===== src/rtl/markov_predictor_n.sv =====
// Order-N rock-paper-scissors Markov opponent: learns user moves per (user, computer) history context.
// Build option: define MARKOV_DECAY_EN to halve a row instead of holding when its target counter saturates.
module markov_predictor_n #(
  parameter int ORDER   = 1,
  parameter int COUNT_W = 8,
  parameter int ROUND_W = 16
) (
  input  logic                 clock,
  input  logic                 reset,
  input  logic                 move_valid,
  input  logic [1:0]           user_move,
  output logic                 move_ready,
  output logic [1:0]           choice,
  output logic                 choice_valid,
  output logic                 illegal_move,
  output logic [ROUND_W-1:0]   rounds,
  output logic [3*COUNT_W-1:0] cur_counts
);
  localparam int ROWS   = 9 ** ORDER;
  localparam int CTX_W  = $clog2(ROWS);
  localparam int WIDE_W = CTX_W + 4;
  localparam int HF_W   = $clog2(ORDER + 1);
  localparam int ROW_W  = 3 * COUNT_W;

  localparam logic [1:0] S_INIT    = 2'd0;
  localparam logic [1:0] S_IDLE    = 2'd1;
  localparam logic [1:0] S_UPDATE  = 2'd2;
  localparam logic [1:0] S_PREDICT = 2'd3;

  logic [1:0]         state_reg;
  logic [CTX_W-1:0]   init_idx_reg;
  logic [CTX_W-1:0]   ctx_reg;
  logic [CTX_W-1:0]   ctx_next;
  logic [HF_W-1:0]    hist_fill_reg;
  logic [ROUND_W-1:0] rounds_reg;
  logic [1:0]         choice_reg;
  logic [1:0]         choice_next;
  logic [1:0]         user_reg;
  logic [1:0]         rnd_reg;
  logic [ROW_W-1:0]   cur_counts_reg;
  logic               illegal_reg;
  logic               hist_full;

  logic [ROW_W-1:0]   mem [ROWS];
  logic [ROW_W-1:0]   rd_data_reg;
  logic [ROW_W-1:0]   byp_data_reg;
  logic               byp_reg;
  logic [ROW_W-1:0]   row_q;
  logic [ROW_W-1:0]   upd_row;
  logic [ROW_W-1:0]   wr_data;
  logic               wr_en;
  logic [CTX_W-1:0]   wr_addr;
  logic [CTX_W-1:0]   rd_addr;

  assign hist_full = (hist_fill_reg == HF_W'(ORDER));

  // Context shift: append the (user, computer) pair and drop the oldest round.
  logic [3:0]        pair;
  logic [WIDE_W-1:0] ctx_wide;
  assign pair     = {2'b00, user_reg} * 4'd3 + {2'b00, choice_reg};
  assign ctx_wide = WIDE_W'(ctx_reg) * WIDE_W'(9) + WIDE_W'(pair);
  assign ctx_next = CTX_W'(ctx_wide % WIDE_W'(ROWS));

  // The row of ctx is still held in cur_counts_reg during UPDATE, so no read is needed there.
  logic [2:0] sat_vec;
  logic       tgt_sat;
  for (genvar gi = 0; gi < 3; gi++) begin : g_cnt
    logic [COUNT_W-1:0] cnt;
    logic               tgt;
    assign cnt         = cur_counts_reg[gi*COUNT_W +: COUNT_W];
    assign tgt         = (user_reg == 2'(gi));
    assign sat_vec[gi] = tgt & (&cnt);
`ifdef MARKOV_DECAY_EN
    assign upd_row[gi*COUNT_W +: COUNT_W] = tgt_sat ? (cnt >> 1) + COUNT_W'(tgt)
                                                    : cnt + COUNT_W'(tgt);
`else
    assign upd_row[gi*COUNT_W +: COUNT_W] = (tgt && !(&cnt)) ? cnt + COUNT_W'(1) : cnt;
`endif
  end
  assign tgt_sat = |sat_vec;

  always_comb begin
    wr_en   = 1'b0;
    wr_addr = ctx_reg;
    wr_data = upd_row;
    if (state_reg == S_INIT) begin
      wr_en   = !reset;
      wr_addr = init_idx_reg;
      wr_data = '0;
    end else if (state_reg == S_UPDATE && hist_full) begin
      wr_en = !reset;
    end
  end

  // UPDATE prefetches the next context's row; a same-row write is forwarded through the bypass.
  assign rd_addr = (state_reg == S_UPDATE) ? ctx_next : ctx_reg;

  always_ff @(posedge clock) begin
    if (wr_en) mem[wr_addr] <= wr_data;
    rd_data_reg  <= mem[rd_addr];
    byp_reg      <= wr_en && (wr_addr == rd_addr);
    byp_data_reg <= wr_data;
  end

  assign row_q = byp_reg ? byp_data_reg : rd_data_reg;

  logic [COUNT_W-1:0] c0, c1, c2;
  logic [1:0]         pred, lo_idx, hi_idx;
  assign c0 = row_q[0*COUNT_W +: COUNT_W];
  assign c1 = row_q[1*COUNT_W +: COUNT_W];
  assign c2 = row_q[2*COUNT_W +: COUNT_W];

  always_comb begin
    lo_idx = 2'd1;
    hi_idx = 2'd2;
    if (c0 == c1 && c0 > c2) begin
      lo_idx = 2'd0;
      hi_idx = 2'd1;
    end else if (c0 == c2 && c0 > c1) begin
      lo_idx = 2'd0;
      hi_idx = 2'd2;
    end
    pred = rnd_reg;
    if (!hist_full || (c0 == '0 && c1 == '0 && c2 == '0)) pred = rnd_reg;
    else if (c0 > c1 && c0 > c2) pred = 2'd0;
    else if (c1 > c0 && c1 > c2) pred = 2'd1;
    else if (c2 > c0 && c2 > c1) pred = 2'd2;
    else if (c0 == c1 && c1 == c2) pred = rnd_reg;
    else pred = rnd_reg[0] ? hi_idx : lo_idx;
  end

  always_comb begin
    choice_next = 2'd1;
    case (pred)
      2'd0:    choice_next = 2'd2;
      2'd1:    choice_next = 2'd0;
      default: choice_next = 2'd1;
    endcase
  end

  always_ff @(posedge clock) begin
    if (reset) begin
      state_reg      <= S_INIT;
      init_idx_reg   <= '0;
      ctx_reg        <= '0;
      hist_fill_reg  <= '0;
      rounds_reg     <= '0;
      choice_reg     <= 2'd0;
      cur_counts_reg <= '0;
      illegal_reg    <= 1'b0;
      user_reg       <= 2'd0;
      rnd_reg        <= 2'd0;
    end else begin
      rnd_reg     <= (rnd_reg == 2'd2) ? 2'd0 : rnd_reg + 2'd1;
      illegal_reg <= 1'b0;
      case (state_reg)
        S_INIT: begin
          init_idx_reg <= init_idx_reg + CTX_W'(1);
          if (init_idx_reg == CTX_W'(ROWS - 1)) state_reg <= S_PREDICT;
        end
        S_PREDICT: begin
          choice_reg     <= choice_next;
          cur_counts_reg <= row_q;
          state_reg      <= S_IDLE;
        end
        S_IDLE: begin
          if (move_valid) begin
            if (user_move == 2'b11) begin
              illegal_reg <= 1'b1;
            end else begin
              user_reg  <= user_move;
              state_reg <= S_UPDATE;
            end
          end
        end
        S_UPDATE: begin
          ctx_reg       <= ctx_next;
          hist_fill_reg <= hist_full ? hist_fill_reg : hist_fill_reg + HF_W'(1);
          rounds_reg    <= (&rounds_reg) ? rounds_reg : rounds_reg + ROUND_W'(1);
          state_reg     <= S_PREDICT;
        end
        default: state_reg <= S_INIT;
      endcase
    end
  end

  assign choice_valid = (state_reg == S_IDLE);
  assign move_ready   = choice_valid;
  assign choice       = choice_reg;
  assign illegal_move = illegal_reg;
  assign rounds       = rounds_reg;
  assign cur_counts   = cur_counts_reg;
endmodule


===== config.mk =====
export PLATFORM = sky130hd
export DESIGN_NAME = markov_predictor_n
export DESIGN_NICKNAME = d
export VERILOG_FILES = /design/src/rtl/markov_predictor_n.sv
export SDC_FILE = /design/constraint.sdc
export NUM_CORES = 1
export LEC_CHECK = 0
export ABC_AREA = 1
export CAP_MARGIN = 25
export CORE_MARGIN = 2
export CORE_UTILIZATION = 45
export CTS_CLUSTER_SIZE = 40
export DETAILED_ROUTE_END_ITERATION = 6
export PLACE_DENSITY_LB_ADDON = 0.3
export SYNTH_ARGS = -nofsm -noshare
export SYNTH_HDL_FRONTEND = slang
export SYNTH_SLANG_ARGS = --single-unit

===== constraint.sdc =====
create_clock -name clock -period 11.1 [get_ports clock]
set_input_delay 1.11 -clock clock [delete_from_list [all_inputs] [get_ports clock]]
set_output_delay 1.11 -clock clock [all_outputs]
set_load 0.02 [all_outputs]

After elaboration in Yosys (flattened, before gate mapping). Memory sizes are Yosys's and may differ from the RTL's. A register that Yosys moved wholly into a read port is not among the register bits. Cells that the tools add are included.

Bits in registers: 83. Bits in writable memories: 216. Bits of input ports: 5. Logic and storage cells: 112. Memories kept: 1.

Memories: mem (depth 9, width 24, read ports 1, clocked after Yosys merged registers in 1, write ports 1, RTL line 44) `logic [ROW_W-1:0] mem [ROWS];`.

$add $sub $neg: 9. $mul: 2. Divide/modulo/power cells: 1. $lt $le $gt $ge: 6. Equal/unequal tests: 16. Mux-type cells: 27. Bitwise operators: 4. Reductions and logical operators: 34.

Operators by type and width (count): 8-bit greater-than comparator (6); 24-bit 2-to-1 mux (2); 8-bit by 1-bit adder with 8-bit output, second input constant (3); 8-bit == test (3); 8-bit logical NOT (3); 8-bit 2-to-1 mux (3); 8-bit AND reduction (3); 2-bit 2-to-1 mux (10); 16-bit by 1-bit adder with 16-bit output, second input constant (1); 16-bit AND reduction (1); 1-bit logical AND (13); 2-bit == test, second input constant (5); 8-bit by 4-bit adder with 8-bit output (1); 8-bit by 4-bit remainder unit with 8-bit output, second input constant (1); 4-bit by 4-bit multiplier with 8-bit output, second input constant (1); 1-bit 2-to-1 mux (8); 4-bit 2-to-1 mux (2); 2-bit case mux with 4 select lines (1); 2-bit by 1-bit == test with 1-bit output, second input constant (3); 2-bit logical NOT (3); 3-bit AND reduction (2); 1-bit logical NOT (5); 4-bit by 1-bit adder with 4-bit output, second input constant (1); 4-bit by 2-bit adder with 4-bit output (1); 13 further kinds (17).

Depth between registers and ports, before layout.
Depth in word-level cells: 13. Mapped depth: 49. Gate-level depth less buffers: 48.

Least setup slack after synthesis. Ideal clock, no wire load.

Path kind: register to register. From: register choice_reg[1], in the netlist choice[1]. To: register rd_data_reg[18] (read register of mem). Setup time: 113 ps. Data arrival time: 6053 ps. Path slack: 4934 ps. Stages on the path, launching flop included: 48. Path buffers: 2. Clock period less this slack: 6166 ps. Cells stage by stage: dfxtp_1 > inv_1 > fa_1 > inv_1 > ha_1 > fa_1 > ha_1 > inv_1 > fa_1 > nand3b_1 > nand2_1 > nand2_1 > nand2_1 > nand2_1 > nand2_2 > nand2_1 > inv_2 > nand2_1 > [12 not listed] > nand4_1 > nand2_4 > nand2_4 > xor2_1 > ha_1 > nand3_1 > nand2_2 > nand3_2 > nand2_1 > nand2_1 > nand2_4 > buf_6 > buf_2 > nand3_1 > nand3_1 > nand3_1 > nand3_1 > nand2_1.

Longest elaborated chain between the ends: 4.

RTL lines: start: declaration (RTL line 36) `logic [1:0] choice_reg;`; start signal: assignment (RTL line 162) `choice_reg <= choice_next;`; 4-bit by 2-bit adder with 4-bit output (RTL line 60) `assign pair = {2'b00, user_reg} * 4'd3 + {2'b00, choice_reg};`; 8-bit by 4-bit adder with 8-bit output (RTL line 61) `assign ctx_wide = WIDE_W'(ctx_reg) * WIDE_W'(9) + WIDE_W'(pair);`; 8-bit by 4-bit remainder unit with 8-bit output (RTL line 62) `assign ctx_next = CTX_W'(ctx_wide % WIDE_W'(ROWS));`; 4-bit 2-to-1 mux; end: declaration (RTL line 45) `logic [ROW_W-1:0] rd_data_reg;`.

No other way between the ends. A chain may end at the register's enable or synchronous reset.

Worst setup path in the final report.
From: register user_reg[1]. To: register rd_data_reg[23] (read register of mem).

Longest elaborated chain between the ends: 5.

RTL lines: start: declaration (RTL line 38) `logic [1:0] user_reg;`; start signal: assignment (RTL line 171) `user_reg <= user_move;`; 2-bit by 2-bit multiplier with 4-bit output (RTL line 60); 4-bit by 2-bit adder with 4-bit output (RTL line 60); 8-bit by 4-bit adder with 8-bit output (RTL line 61); 8-bit by 4-bit remainder unit with 8-bit output (RTL line 62); 4-bit 2-to-1 mux.

No other way between the ends.

==> results.env <==
STATUS='finished clean'
HTREE_LEVELS=2
DIEHEIGHT_UM=188
SETUP.WORST_PATH.START_CLASS='flop'
COUNT_OF_FLIP_FLOPS_WITH_A_BUILT_IN_ENABLE_AFTER_SYNTHESIS=216
TIMING.CRITICAL_PATH.SLOWEST_STAGE_CELL='sky130_fd_sc_hd__fa_1'
COUNT_OF_BOUNDARY_I_O_PINS=50
CLOCK_INSERTION_DELAY_WORST_SKEW_PS=560
SYN_TO_FINAL_GROWTH_PCT=14.0
NUMPORTBUFFERS=49
PLACER_S_FINAL_ROUTABILITY_CONGESTION_ESTIMATE=0.850
INSTANCE_COUNT_ALONG_THE_MOST_CRITICAL_HOLD_PATH=2
GRT_OVERFLOW_TOTAL=0
DR_TOTAL_VIAS=11400
ROW_COUNT=67
CTSHOLDBUFFERS=0
NUM_ANTENNA_CELLS=0
DRC=0
SYNTHARSTFLOPSHARE=0
YOSYSUNIQUECELLTYPES=43
P_PER_AREA_nW_PER_UM2=237
FILL_CELLS=3016
SHARE_OF_THE_CYCLE_NEEDED_BY_THE_CRITICAL_PATH_AFTER_ROUTING=0.688
PATH_COMMON_CELL='sky130_fd_sc_hd__nand2_1'
GLOBAL_ROUTE.USAGE.TOTAL=0.207
POST-CTS-SETUP-BUFFER-COUNT=0
LAYOUT.NETS=1769
CLOCK_SKEW_PS=38.0
WL_UM=35900
GRT_PASS1_WL_UM=57700
AVERAGE_DETAILED_ROUTED_WIRE_LENGTH_PER_INSTANCE_UM=16.5
MAX_STAGE_DELAY_PS=490
WORST-PATH-BUF-INV=9
MAX_REG_FLOPS=216
REG2REG_SLACK_PS=3460
HOLD_PATH_CLASS='reg -> reg'
MAX_CLOCK_FREQ_GHz=0.131
SLEW-LIMIT-HEADROOM=0.322
CTS.PATH.MAX_BUFFERS=3
LARGEST-REGISTER='mem'
DIE_AREA_UM2=35200
TIGHTESTPINTRANSITION_PS=1010
WORST_SETUP_PATH_END_KIND='flop'
CTS_TREE='built'
GRT_START_MAX_NET_PINS=98
REGAREA_UM2=8630
TNS_PS=0
IR_DROP_uV=151
SYNTH-WARNING-COUNT=0
CLKTRANSATPATHREGS_PS=60
DIE-WIDTH_UM=188
CELLS_ON_WORST_REG2REG_PATH=48
WORST_EP_ARRIVAL_TIME_PS=8070
NUMBER_OF_STANDARD_CELLS_AFTER_SYNTHESIS=1666
SYNTH_SEQUENTIAL_AREA_RATIO=0.568
GRTUSAGEMET3=0.0346
FP.COREAREA_UM2=33400
SYNTH.NET_COUNT=1726
GRT.BUSIEST_LAYER='met2'
SLEW_VIOL_FINAL=0
CRITPATHKIND='reg -> reg'
GRT.MET2_USAGE=0.361
DRT_ITER0_MARKERS=738
FLOORPLAN.INITIALDENSITY=0.455
CP_MAX_FO=75
HPWLAFTERDP_UM=22100
LAYOUT_CELL_SHARE_WITH_DRIVE_STRENGTH_BEYOND_1=0.0687
ANTENNA_FOUND_INITIAL=0
MOSTFREQUENTLAYOUTCELL='sky130_fd_sc_hd__nand2_1'
GRT_UTIL_MET1=0.257
CAP_VIOLATIONS=0
FINAL_ANTENNA_NET_COUNT=0
TRITONCTS_NUM_SINKS=323
LAYOUT_COMMON_CELLS='325 x sky130_fd_sc_hd__nand2_1, 277 x sky130_fd_sc_hd__nand3_1, 275 x sky130_fd_sc_hd__inv_1'
MULTIINPUTGATEAREA_UM2=5200
DETAIL_ROUTE.FIRST_PASS.ITERATIONS=5
REG2REG_TO='rd_data_reg[23]'
SETUP_VIOL_COUNT_FINAL=0
NUMBER_OF_BUFFERS_ADDED_BY_THE_CLOCK_TREE_SYNTHESIS_STEP=34
DOMINANT_SYNTHESIZED_FLOP_CELL='sky130_fd_sc_hd__edfxtp_1'
CTS.ROOT.BUFFER_CELL='sky130_fd_sc_hd__clkbuf_16'
NETLIST_AREA_UM2=15200
GRT_SETUP_UNREPAIRED='no'
RR_STARTPOINT='user_reg[1]'
TOTAL_POWER_mW=4.10
POST_CTS_RESIZED=0
DETAIL_ROUTE.VIAS_PER_CELL=5.20
MIN_DELAY_WORST_ENDPOINT='rd_data_reg[2]'
YOSYS_REGISTER_BITS=323
VIA_COUNT_OF_THE_FIRST_GLOBAL_ROUTING_PASS=10900
FINAL_HOLD_FAILS=0
WORST_PATH_TOP_CELL_FAMILY_BY_DELAY='simple AND/OR/NAND/NOR gates'
POSTSYNTHAREAPERCELL_UM2=9.12
LEAKAGE_nW=7.30
MIN_CLOCK_PERIOD_POST_ROUTE_PS=7640
TIMING.HOLD.WORST.START='mem[8][2]'
CRIT_REQUIRED_PS=11530
==> cell type report <==
class / count / share of cell area
sequential: 323 / 0.498
clock inverter: 13 / 0.00759
multi-input combinational: 994 / 0.301
inverter: 283 / 0.0613
timing repair buffer: 73 / 0.0451
clock buffer: 47 / 0.0548
tap: 448 / 0.0324
==> per-layer routing <==
layer  wire, µm  vias up  share of wire
li1           -     5618              -
met3       2110       69          0.059
met5          0        -              0
met2      17600      317           0.49
met1      15100     5347           0.42
met4       1020        0          0.028
==> how the worst max path moves through the flow <==
stage	from	endpoint	slack, ps	depth (start not counted)
floorplan	choice[1]	rd_data_reg[18]	4930	47
global placement	user_reg[1]	rd_data_reg[16]	3010	48
detailed placement	user_reg[1]	rd_data_reg[23]	3010	47
CTS	user_reg[1]	rd_data_reg[23]	3010	47
global route	user_reg[1]	rd_data_reg[23]	2720	48
finish	user_reg[1]	rd_data_reg[23]	3460	48
==> stage by stage <==
stage	area (µm²)	hold slack (ps)	worst slack [ps]	std cells	util
2_1_floorplan	15200	419	4930	1666	-
3_3_place_gp	16100	425	3010	2111	0.481
3_5_place_dp	16200	425	3010	2118	0.485
4_1_cts	17300	437	3010	2178	0.517
5_1_grt	17300	464	2720	2181	0.519
6_report	17300	435	3460	2181	0.519
==> power breakdown <==
part	internal (mW)	switching, mW
logic	0.470	0.991
registers	1.47	0.0698
clock network	0.630	0.469
total	2.57	1.53
==> cells in the mapped netlist (2+ instances only) <==
library cell               count  area [µm²]
sky130_fd_sc_hd__clkbuf_1     25        93.8
sky130_fd_sc_hd__nand2_2      12        75.1
sky130_fd_sc_hd__nand4_1      16         100
sky130_fd_sc_hd__inv_1       275        1030
sky130_fd_sc_hd__edfxtp_1    216        6490
sky130_fd_sc_hd__fa_1          3        60.1
sky130_fd_sc_hd__o21ai_0      80         400
sky130_fd_sc_hd__nand3_1     277        1390
sky130_fd_sc_hd__a211oi_1      3        22.5
sky130_fd_sc_hd__mux2i_1       8        80.1
sky130_fd_sc_hd__nand2_4       4        45.0
sky130_fd_sc_hd__nor2_4        2        22.5
sky130_fd_sc_hd__nand3_2       3        30.0
sky130_fd_sc_hd__o21a_1        2        15.0
sky130_fd_sc_hd__o211ai_1      2        15.0
sky130_fd_sc_hd__nor4_1        7        43.8
sky130_fd_sc_hd__a21oi_1      77         385
sky130_fd_sc_hd__buf_1         5        18.8
sky130_fd_sc_hd__nor3_1       23         115
sky130_fd_sc_hd__or2_2         3        18.8
sky130_fd_sc_hd__inv_2         7        26.3
sky130_fd_sc_hd__buf_2        27         135
sky130_fd_sc_hd__nand3b_1      3        22.5
sky130_fd_sc_hd__buf_4         5        37.5
sky130_fd_sc_hd__o21ai_1       2        10.0
sky130_fd_sc_hd__ha_1         52         651
sky130_fd_sc_hd__a31oi_1       3        18.8
sky130_fd_sc_hd__xnor2_1       3        26.3
sky130_fd_sc_hd__nor2_1       66         248
sky130_fd_sc_hd__dfxtp_1     107        2140
sky130_fd_sc_hd__xor2_1        7        61.3
sky130_fd_sc_hd__buf_6         4        45.0
sky130_fd_sc_hd__nand2_1     326        1220
sky130_fd_sc_hd__nor3b_1       2        15.0
==> worst register-to-register path: cells and delay by family (launching register included) <==
kind | cells | cell delay [ps]
AND/OR/NAND/NOR | 31 | 3190
adder cells (fa/ha/maj) | 7 | 2320
XOR/XNOR | 1 | 280
buffers and inverters | 9 | 1340
flip-flops | 1 | 400
==> cells by family after synthesis <==
| family | count (synthesis) | synth area share |
|---|---|---|
| mux | 8 | 0.00527 |
| compound gates | 175 | 0.0606 |
| xor+xnor | 10 | 0.00577 |
| flops | 323 | 0.568 |
| fa+ha+maj | 55 | 0.0468 |
| buf+inv | 349 | 0.0917 |
| simple gates | 746 | 0.222 |
No activity file was read; power rests on OpenSTA's default activity.
==> RTL change, RTL diff (same settings) <==
Add a define of `MARKOV_DECAY_EN`.
--- a/src/rtl/markov_predictor_n.sv
+++ b/src/rtl/markov_predictor_n.sv
@@ -1,5 +1,7 @@
 // Order-N rock-paper-scissors Markov opponent: learns user moves per (user, computer) history context.
 // Build option: define MARKOV_DECAY_EN to halve a row instead of holding when its target counter saturates.
+`define MARKOV_DECAY_EN
+
 module markov_predictor_n #(
   parameter int ORDER   = 1,
   parameter int COUNT_W = 8,
Function: no difference found for any inputs over 10 cycles, from zero or initial values and one cycle with reset high; that may be too few to reach the edited logic, so the function may still have changed.
==> RTL change against the original RTL <==
Sequential cell count unchanged. Clock skew decreased by 0.019 ns. Total power fell by 2.1%. Design area increased by 2.6%. Critical path type unchanged. Routed wire length rose by 7.2%. Area after synthesis up 3.0%. Setup slack got worse by 0.19 ns. Largest cell class unchanged. Critical endpoint is now rd_data_reg[0].
==> RTL change: results (changes against the original RTL) <==
setup_path:
  crit_path_top_delay_cell: "buf_4"  # was fa_1
  slowest_delay_ns: 0.55  # was 0.49 ns
  worstRegToRegCells: 44  # was 48
  cp_max_fo: 50  # was 75
  critical_path_class: "flip-flop to flip-flop"  # unchanged
  rr_startpoint: "user_reg[1]"  # unchanged
  arrival_ns: 8.25  # was 8.07 ns
  setup.worst_path.end: "rd_data_reg[0]"  # was rd_data_reg[23]
  r2r_slack_ns: 3.27  # was 3.46 ns
logic_synthesis:
  synth.area.top_cells: "edfxtp_1, dfxtp_1, nand3_1"  # unchanged
  synthDistinctLibCells: 44  # was 43
  ys_seq_area_share_pct: 55.2  # was 56.8%
  synthTopCellsByCount: "nand2_1, inv_1, nand3_1"  # was nand2_1, nand3_1, inv_1
  synth_fp_nets: 1825  # was 1,726
  syn-mean-instance-area_um2: 8.88  # was 9.12 um2
  yosys_warnings: 0  # unchanged
finish:
  drive_gt1_share_pct: 6.79  # was 6.87%
  n_fill_cell: 3154  # was 3,016
  layout.nets: 1862  # was 1,769
  finalNonFillerCells: 2280  # was 2,181
  final_area_um2: 17800  # was 17,300 um2
global_route:
  grt_use_met2_pct: 37.0  # was 36.1%
  grt_util_met1_pct: 28.4  # was 25.7%
  use_met3_pct: 2.56  # was 3.46%
  grt_max_degree: 99  # was 98
  grt_use_total_pct: 21.7  # was 20.7%
  antenna_found_initial: 0  # unchanged
  grt_pass1_wl_mm: 61.6  # was 57.7 mm
clock_network:
  cts_buffers: 35  # was 34
  cts_buffer_depth: 3  # unchanged
  clk_latency_ns: 0.53  # was 0.56 ns
  cts_resized: 0  # unchanged
power_and_ir_drop:
  power_w: 0.00401  # was 0.00410 W
  swShare_pct: 36.4  # was 37.3%
  leakage_nw: 7.64  # was 7.30 nW
  sequentialPowerShare_pct: 38.0  # was 37.6%
  pg_comb_w: 0.00133  # was 0.00146 W
  ir_drop_mv: 0.162  # was 0.151 mV
sta:
  period_share_pct: 70.6  # was 68.8%
  fin_skew_ns: 0.0192  # was 0.0380 ns
  relSlewSlack_pct: 24.3  # was 32.2%
  hold_ws_ns: 0.439  # was 0.435 ns
placement:
  gp_congestion: 0.878  # was 0.850
  pre_cts_ws_ns: 3.13  # was 3.01 ns
  placed_cells: 2214  # was 2,118
  place_area_um2: 16600  # was 16,200 um2
  dp_hpwl_mm: 23.7  # was 22.1 mm
min_path:
  min_from: "mem[8][21]"  # was mem[8][2]
  whs_endpoint: "rd_data_reg[21]"  # was rd_data_reg[2]
  min_path_type: "flip-flop to flip-flop"  # unchanged
routing:
  wl_met1_mm: 16.5  # was 15.1 mm
  via_count: 12100  # was 11,400
  wl_per_cell_um: 16.9  # was 16.5 um
  drtIter0Drc: 845  # was 738
  wl_met3_mm: 2.29  # was 2.11 mm
  route.met2.wl_mm: 18.6  # was 17.6 mm
run_status:
  status: "finished, final reports clean"  # unchanged
-- RTL change: cells by family (layout without fill, tap and decap cells) --
logic type	Yosys count	in the layout	share of synthesized area, %
and+or+nand+nor	808	808	23.4
buffers and inverters	361	425	8.98
DFF	323	323	55.2
AOI/OAI and AO/OA	192	192	6.52
adders and majority gates	59	59	4.86
xor gates and xnor gates	9	9	0.504
muxes	9	9	0.600
-- RTL change: worst max-delay path, delay by kind of cell (launching register included) --
| family | cells | cell delay, ns |
|---|---|---|
| XOR/XNOR | 1 | 0.30 |
| flip-flops | 1 | 0.41 |
| adder cells (fa/ha/maj) | 8 | 2.61 |
| buffers and inverters | 6 | 1.41 |
| AND/OR/NAND/NOR | 29 | 2.94 |
-- RTL change: final cells by class --
class / count / share of cell area, %
clock buffers: 46 / 5.33
repair buffers: 69 / 3.78
well taps: 455 / 3.20
inverters: 292 / 6.17
multi-input cells: 1077 / 31.8
flip-flops and latches: 323 / 48.6
clock inverters: 18 / 1.13
